## config.mk

```make
export PLATFORM = sky130hd
export DESIGN_NAME = mxu_feeder
export DESIGN_NICKNAME = d
export VERILOG_FILES = /design/src/rtl/mxu_feeder_pkg.sv /design/src/rtl/mxu_feeder_row_ctr.sv /design/src/rtl/mxu_feeder.sv
export SDC_FILE = /design/constraint.sdc
export NUM_CORES = 1
export LEC_CHECK = 0
export ABC_AREA = 0
export BUFFER_PORTS_ARGS = -buffer_cell sky130_fd_sc_hd__buf_2
export CAP_MARGIN = 30
export CELL_PAD_IN_SITES_DETAIL_PLACEMENT = 1
export CELL_PAD_IN_SITES_GLOBAL_PLACEMENT = 1
export CORE_MARGIN = 5
export CORE_UTILIZATION = 40
export CTS_CLUSTER_SIZE = 25
export DETAILED_ROUTE_END_ITERATION = 8
export GPL_TIMING_DRIVEN = 0
export PLACE_DENSITY_LB_ADDON = 0.08
export SLEW_MARGIN = 5
export SYNTH_ARGS = -nofsm -noshare
export SYNTH_HDL_FRONTEND = slang
export SYNTH_SLANG_ARGS = --single-unit
```

## constraint.sdc

```tcl
create_clock -name clk -period 11.1 [get_ports clk]
set_input_delay 2.775 -clock clk [delete_from_list [all_inputs] [get_ports clk]]
set_output_delay 2.775 -clock clk [all_outputs]
set_load 0.01 [all_outputs]
```

## src/rtl/mxu_feeder_pkg.sv

```systemverilog
// mxu_feeder_pkg
// Shared types for the MXU feeder: the per-vector info word, the two FSM
// state encodings and the default width of the tile/row count fields.
package mxu_feeder_pkg;

  localparam int DEFAULT_CNT_W = 16;

  // Bit order matches the MXU side-band: {last_tile, new_tile_k, valid}.
  typedef struct packed {
    logic last_tile;
    logic new_tile_k;
    logic valid;
  } feeder_info_t;

  typedef enum logic [1:0] {A_IDLE, A_WAIT, A_STREAM} a_state_t;
  typedef enum logic [1:0] {B_IDLE, B_LOAD, B_HELD}   b_state_t;

  // Info word for a vector that is actually being emitted.
  function automatic feeder_info_t mk_info(input logic is_last, input logic is_new);
    mk_info = '{last_tile: is_last, new_tile_k: is_new, valid: 1'b1};
  endfunction

endpackage

```

## src/rtl/mxu_feeder_row_ctr.sv

```systemverilog
// mxu_feeder_row_ctr
// Row counter that wraps to 0 after i_limit increments.
//   clk, rst  : clock, asynchronous active-high reset
//   i_clr     : synchronous clear (new command)
//   i_inc     : count one accepted row
//   i_limit   : rows per tile
//   o_count   : current row index within the tile
//   o_tc      : terminal count (current row is the last of the tile)
module mxu_feeder_row_ctr
  import mxu_feeder_pkg::*;
#(
  parameter int W = DEFAULT_CNT_W
) (
  input  logic         clk,
  input  logic         rst,
  input  logic         i_clr,
  input  logic         i_inc,
  input  logic [W-1:0] i_limit,
  output logic [W-1:0] o_count,
  output logic         o_tc
);

  logic [W-1:0] r_count;

  assign o_count = r_count;
  assign o_tc    = (r_count == i_limit - W'(1));

  always_ff @(posedge clk or posedge rst) begin
    if (rst) begin
      r_count <= '0;
    end else if (i_clr) begin
      r_count <= '0;
    end else if (i_inc) begin
      r_count <= o_tc ? '0 : r_count + W'(1);
    end
  end

endmodule

```

## src/rtl/mxu_feeder.sv

```systemverilog
// mxu_feeder
// Converts valid/ready streams of weight rows (b) and feature rows (a) into
// the push-only, info-tagged a/b vector streams of the MXU. Weight loading of
// tile t+1 into the MXU b shadow overlaps a-streaming of tile t.
//   clk, resetn              : clock, asynchronous active-high reset
//   start, n_k_tiles, n_rows : command pulse and its parameters
//   busy, done               : command in progress / completion pulse
//   a_src_*, b_src_*         : source streams (valid/ready)
//   a, ainfo, b, binfo       : registered vectors + {last_tile,new_tile_k,valid}
module mxu_feeder
  import mxu_feeder_pkg::*;
#(
  parameter int SZI     = 8,
  parameter int SZJ     = 8,
  parameter int A_WIDTH = 8,
  parameter int B_WIDTH = 8,
  parameter int CNT_W   = DEFAULT_CNT_W
) (
  input  logic                   clk,
  input  logic                   resetn,
  input  logic                   start,
  input  logic [CNT_W-1:0]       n_k_tiles,
  input  logic [CNT_W-1:0]       n_rows,
  output logic                   busy,
  output logic                   done,
  input  logic [SZJ*A_WIDTH-1:0] a_src_data,
  input  logic                   a_src_valid,
  output logic                   a_src_ready,
  input  logic [SZJ*B_WIDTH-1:0] b_src_data,
  input  logic                   b_src_valid,
  output logic                   b_src_ready,
  output logic [SZJ*A_WIDTH-1:0] a,
  output logic [2:0]             ainfo,
  output logic [SZJ*B_WIDTH-1:0] b,
  output logic [2:0]             binfo
);

  a_state_t r_a_state, w_a_state_next;
  b_state_t r_b_state, w_b_state_next;

  logic [CNT_W-1:0] r_n_k, r_n_rows, r_a_tile, r_b_tile;
  logic             r_busy, r_done, r_b_loaded;
  logic [SZJ*A_WIDTH-1:0] r_a;
  logic [SZJ*B_WIDTH-1:0] r_b;
  feeder_info_t     r_ainfo, r_binfo;

  logic [CNT_W-1:0] w_a_row, w_b_row;
  logic w_a_tc, w_b_tc;
  logic w_start_ok, w_start_zero, w_launch;
  logic w_b_fire, w_b_last_fire, w_b_avail, w_b_release, w_b_last_tile;
  logic w_a_ready, w_a_fire, w_a_new, w_a_last_row_fire, w_a_last_tile, w_a_done_fire;

  assign w_start_ok   = start && !r_busy;
  assign w_start_zero = w_start_ok && ((n_k_tiles == '0) || (n_rows == '0));
  assign w_launch     = w_start_ok && !w_start_zero;

  assign w_a_last_tile = (r_a_tile == r_n_k - CNT_W'(1));
  assign w_b_last_tile = (r_b_tile == r_n_k - CNT_W'(1));

  assign w_b_fire      = b_src_valid && (r_b_state == B_LOAD);
  assign w_b_last_fire = w_b_fire && w_b_tc;
  // A tile may open in the same cycle its final b row is accepted: the last b
  // row and the swapping a row reach the MXU on the same output cycle, which
  // keeps the a stream gap-free between tiles when n_rows >= SZI.
  assign w_b_avail     = r_b_loaded || w_b_last_fire;

  assign w_a_ready         = (r_a_state == A_STREAM) || ((r_a_state == A_WAIT) && w_b_avail);
  assign w_a_fire          = a_src_valid && w_a_ready;
  assign w_a_new           = w_a_fire && (w_a_row == '0);
  assign w_a_last_row_fire = w_a_fire && w_a_tc;
  assign w_a_done_fire     = w_a_last_row_fire && w_a_last_tile;

  // The a swap frees the shadow held for the tile it opens.
  assign w_b_release = w_a_new && ((r_b_state == B_HELD) || w_b_last_fire);

  mxu_feeder_row_ctr #(.W(CNT_W)) u_a_row (
    .clk(clk), .rst(resetn), .i_clr(w_launch), .i_inc(w_a_fire),
    .i_limit(r_n_rows), .o_count(w_a_row), .o_tc(w_a_tc)
  );

  mxu_feeder_row_ctr #(.W(CNT_W)) u_b_row (
    .clk(clk), .rst(resetn), .i_clr(w_launch), .i_inc(w_b_fire),
    .i_limit(CNT_W'(SZI)), .o_count(w_b_row), .o_tc(w_b_tc)
  );

  always_comb begin
    w_a_state_next = r_a_state;
    case (r_a_state)
      A_IDLE:  if (w_launch) w_a_state_next = A_WAIT;
      A_WAIT, A_STREAM: begin
        if (w_a_fire) begin
          if (!w_a_tc)           w_a_state_next = A_STREAM;
          else if (w_a_last_tile) w_a_state_next = A_IDLE;
          else                   w_a_state_next = A_WAIT;
        end
      end
      default: w_a_state_next = A_IDLE;
    endcase
  end

  always_comb begin
    w_b_state_next = r_b_state;
    case (r_b_state)
      B_IDLE: if (w_launch) w_b_state_next = B_LOAD;
      B_LOAD: begin
        if (w_b_last_fire) begin
          if (!w_b_release)       w_b_state_next = B_HELD;
          else if (w_b_last_tile) w_b_state_next = B_IDLE;
          else                    w_b_state_next = B_LOAD;
        end
      end
      B_HELD: begin
        if (w_b_release) w_b_state_next = w_b_last_tile ? B_IDLE : B_LOAD;
      end
      default: w_b_state_next = B_IDLE;
    endcase
  end

  always_ff @(posedge clk or posedge resetn) begin
    if (resetn) begin
      r_a_state  <= A_IDLE;
      r_b_state  <= B_IDLE;
      r_n_k      <= '0;
      r_n_rows   <= '0;
      r_a_tile   <= '0;
      r_b_tile   <= '0;
      r_busy     <= 1'b0;
      r_done     <= 1'b0;
      r_b_loaded <= 1'b0;
      r_a        <= '0;
      r_b        <= '0;
      r_ainfo    <= '0;
      r_binfo    <= '0;
    end else begin
      r_a_state <= w_a_state_next;
      r_b_state <= w_b_state_next;

      if (w_start_ok) begin
        r_n_k    <= n_k_tiles;
        r_n_rows <= n_rows;
      end

      if (w_launch)           r_busy <= 1'b1;
      else if (w_a_done_fire) r_busy <= 1'b0;
      r_done <= w_start_zero || w_a_done_fire;

      // Consuming the shadow wins over a load completing in the same cycle.
      if (w_launch || w_a_new) r_b_loaded <= 1'b0;
      else if (w_b_last_fire)  r_b_loaded <= 1'b1;

      // Tile counters saturate on the final tile.
      if (w_launch)                                r_a_tile <= '0;
      else if (w_a_last_row_fire && !w_a_last_tile) r_a_tile <= r_a_tile + CNT_W'(1);
      if (w_launch)                                r_b_tile <= '0;
      else if (w_b_release && !w_b_last_tile)       r_b_tile <= r_b_tile + CNT_W'(1);

      // Push-only outputs: no handshake means an all-zero bubble.
      r_a     <= w_a_fire ? a_src_data : '0;
      r_ainfo <= w_a_fire ? mk_info(w_a_last_tile, w_a_row == '0) : '0;
      r_b     <= w_b_fire ? b_src_data : '0;
      r_binfo <= w_b_fire ? mk_info(w_b_last_tile, w_b_row == '0) : '0;
    end
  end

  assign busy        = r_busy;
  assign done        = r_done;
  assign a_src_ready = w_a_ready;
  assign b_src_ready = (r_b_state == B_LOAD);
  assign a           = r_a;
  assign ainfo       = r_ainfo;
  assign b           = r_b;
  assign binfo       = r_binfo;

endmodule
```

==> results.cfg <==
[clock_network]
cts.clk_slew.worst_paths_ps = 70
cts_sinks = 237
ctsLongestPathBuffers = 3
cts_tree = built
cts.repair_timing.setup_buffer_count = 0
cts-resized-gates = 0
htreeDepth = 1
cts_hold_buf = 0
clockRootBuffer = clkbuf_16
worstSkewPairLatency_ps = 560
numCtsBuffers = 28

[drt]
viasPerCell = 5.26
firstDrtPassIters = 5
ant_nets = 0
vias = 9672
routedWlPerCell_um = 19.8
wl_met2_mm = 19.0
drc = 0
wirelength_mm = 36.4
topRoutingLayerUsed = met4
first_iter_violations = 405
wl_met1_mm = 14.5
dr_wl_met3_mm = 2.18

[cells_and_area]
stdcell_area_um2 = 14400
area_growth_pct = 26.5
fin_util = 0.514
regArea_um2 = 5930
nFillCells = 3242
nets = 1616
drive_above_1_share = 0.286
multi_input_area_um2 = 5010

[timing]
setup_viol = 0
layout_setup_ws_ps = 4180
rsz0062_at_grt = no
min_period_ps = 6920
hold_violations = 0
period_share = 0.623
drv_slew = 0
fmax_mhz = 145
relSlewSlack = 0.424
fin_skew_ps = 29.4
tightest_slew_ps = 860

[placement]
portBuffers = 302
place_ws_ps = 4140
gp_congestion = 0.838
placed_area_um2 = 13400
dp_hpwl_mm = 27.5

[hold_path]
hold_path.class = reg2reg
min_from = r_n_rows[15]

[setup_path]
worstPathMaxFanout = 9
worstReg2RegStart = r_n_k[0]
cp-startpoint = b_src_valid
critPathSlowestCell = nor3_1
critPathKind = in2out
critical-path-top-delay-family = simple AND/OR/NAND/NOR gates
max_stage_delay_ps = 610
worstSetupEndpointType = output pin
crit_buf_inv = 2
crit_required_ps = 8330
crit_path_frequent_cell = buf_2
start_kind = primary input
critPathArrivalTime_ps = 4140
crit_chain = buf_2 -> nand3b_1 -> nor3_1 -> o21ai_0 -> nand2b_1 -> buf_2

[floorplan]
coreArea_um2 = 27900
die_h_um = 178
fp.dieW_um = 178
initial_utilization = 0.406
rows = 61
ioPinCount = 303
dieArea_um2 = 31900

[logic_synthesis]
syn-num-nets = 1280
seq_area_frac_synth = 0.522
syn_area_um2 = 11400
synth_area_leaders = dfrtp_1 (52%), and3_1 (4.7%), and2_1 (3.8%)
syn_avg_cell_area_um2 = 10.3
synth_common_cells = dfrtp_1 (237), and3_1 (86), and2_1 (69)
synth_async_sr_flop_share = 1.00
synth-seq-cells = 237
synthFlopType = dfrtp_1
yosys_warnings = 0
syn_inst = 1103
yosysTopAreaCellShare = 0.522
post-synth-top-count-cell = dfrtp_1
synth_cell_types = 76
synth_edf_count = 0
yosysTopAreaCell = dfrtp_1

[global_routing]
grt_usage = 0.223
grt_max_degree = 100
grt_antenna_before_repair = 1
grt.overflow.total = 0
grt_pass1_wl_mm = 56.6
grt_pass1_vias = 10313

[status]
outcome = completed

[power_and_ir_drop]
vdd_ir_drop_max_uv = 125
p_leak_nw = 7.43
power_density_nw_per_um2 = 154

[run]
max_cap_violations = 0
## cells by family (layout without fill, tap and decap cells)
group,Yosys count,count (layout),synth area share
buffers and inverters,103,459,0.0367
XOR/XNOR,79,79,0.0621
AO/OA/AOI/OAI,145,145,0.0876
flip-flops,237,237,0.522
multiplexers,35,35,0.0339
other,0,1,0
adder cells (fa/ha/maj),12,12,0.0132
AND/OR/NAND/NOR,492,492,0.244
## final timing paths
check	cells past startpoint	end	slack (ps)
hold reg to reg	1	r_n_rows[15]	550
setup / recovery	6	a_src_ready	4180
hold / removal	1	r_n_rows[15]	550
setup reg to reg	12	r_b_tile[7]	7110
min in group asynchronous	2	a[27]	2210
max in group asynchronous	3	r_b_tile[1]	8050
## power by group
part / switching (mW) / total, mW / internal [mW]
sequential: 0.0332 / 0.957 / 0.923
clock: 0.370 / 0.928 / 0.558
combinational: 0.197 / 0.323 / 0.126
## area by class of cell
| cell class | instances | share of cell area |
|---|---|---|
| sequential | 237 | 0.413 |
| multi-input combinational | 763 | 0.349 |
| timing repair buffer | 306 | 0.110 |
| clock buffer | 42 | 0.0573 |
| tap | 378 | 0.0329 |
| buffer | 72 | 0.0209 |
| inverter | 31 | 0.00863 |
| clock inverter | 8 | 0.00767 |
| antenna | 1 | 0.000174 |
## sequential cells by signal, summed over array words and instances (netlist names)
signal	count
a	64
ainfo	3
b	64
binfo	3
busy	1
done	1
r_a_state	2
r_a_tile	16
r_b_loaded	1
r_b_state	2
r_b_tile	16
r_n_k	16
r_n_rows	16
u_a_row.o_count	16
u_b_row.o_count	16
## metal layers
metal	track usage	up-vias
li1	-	4549
met3	0.0483	48
met2	0.405	239
met1	0.274	4836
met4	0.0393	0
met5	0	-
## placed cells by master, fill, tap and decap left out, types with 3 or more instances in the layout
master	instances
buf_2	312
dfrtp_1	237
and3_1	86
and2_1	69
nand2_1	68
nor2_1	65
clkbuf_1	60
nand3_1	44
xnor2_1	41
xor2_1	37
a21oi_1	34
o21ai_0	32
inv_1	30
mux2_2	28
clkbuf_16	28
nor3_1	26
nor4_1	25
nand4_1	23
nor3b_1	13
ha_1	12
nand2b_1	11
or4_1	10
or2_2	10
nor2b_1	9
a31oi_1	9
o2111ai_1	8
o211ai_1	8
buf_1	7
mux2i_1	7
a21o_1	7
clkbuf_8	7
a32o_1	6
nand3b_1	5
or3_1	4
a41o_1	4
and4_1	3
o31ai_1	3
nor4b_1	3
a211oi_1	3
clkinv_2	3
## worst register-to-register path, cell delays in order (launching register included)
cell and delay, ps:
dfrtp_1 350, buf_2 170, inv_1 90, ha_1 310, or4b_4 510, or3_1 350, clkbuf_1 170, xnor2_1 200
a2111o_1 450, or4_4 540, o211a_4 310, nand3_1 100, mux2_2 330
## through the flow
step	hold slack [ps]	power [mW]	instances	setup TNS, ps
after CTS	551	2.24	1837	0
after floorplan	472	1.15	1103	0
after global routing	592	2.31	1838	0
after detailed placement	531	1.30	1787	0
final	548	2.21	1838	0
after global placement	516	1.29	1783	-264870
(Power assumes the default switching activity.)
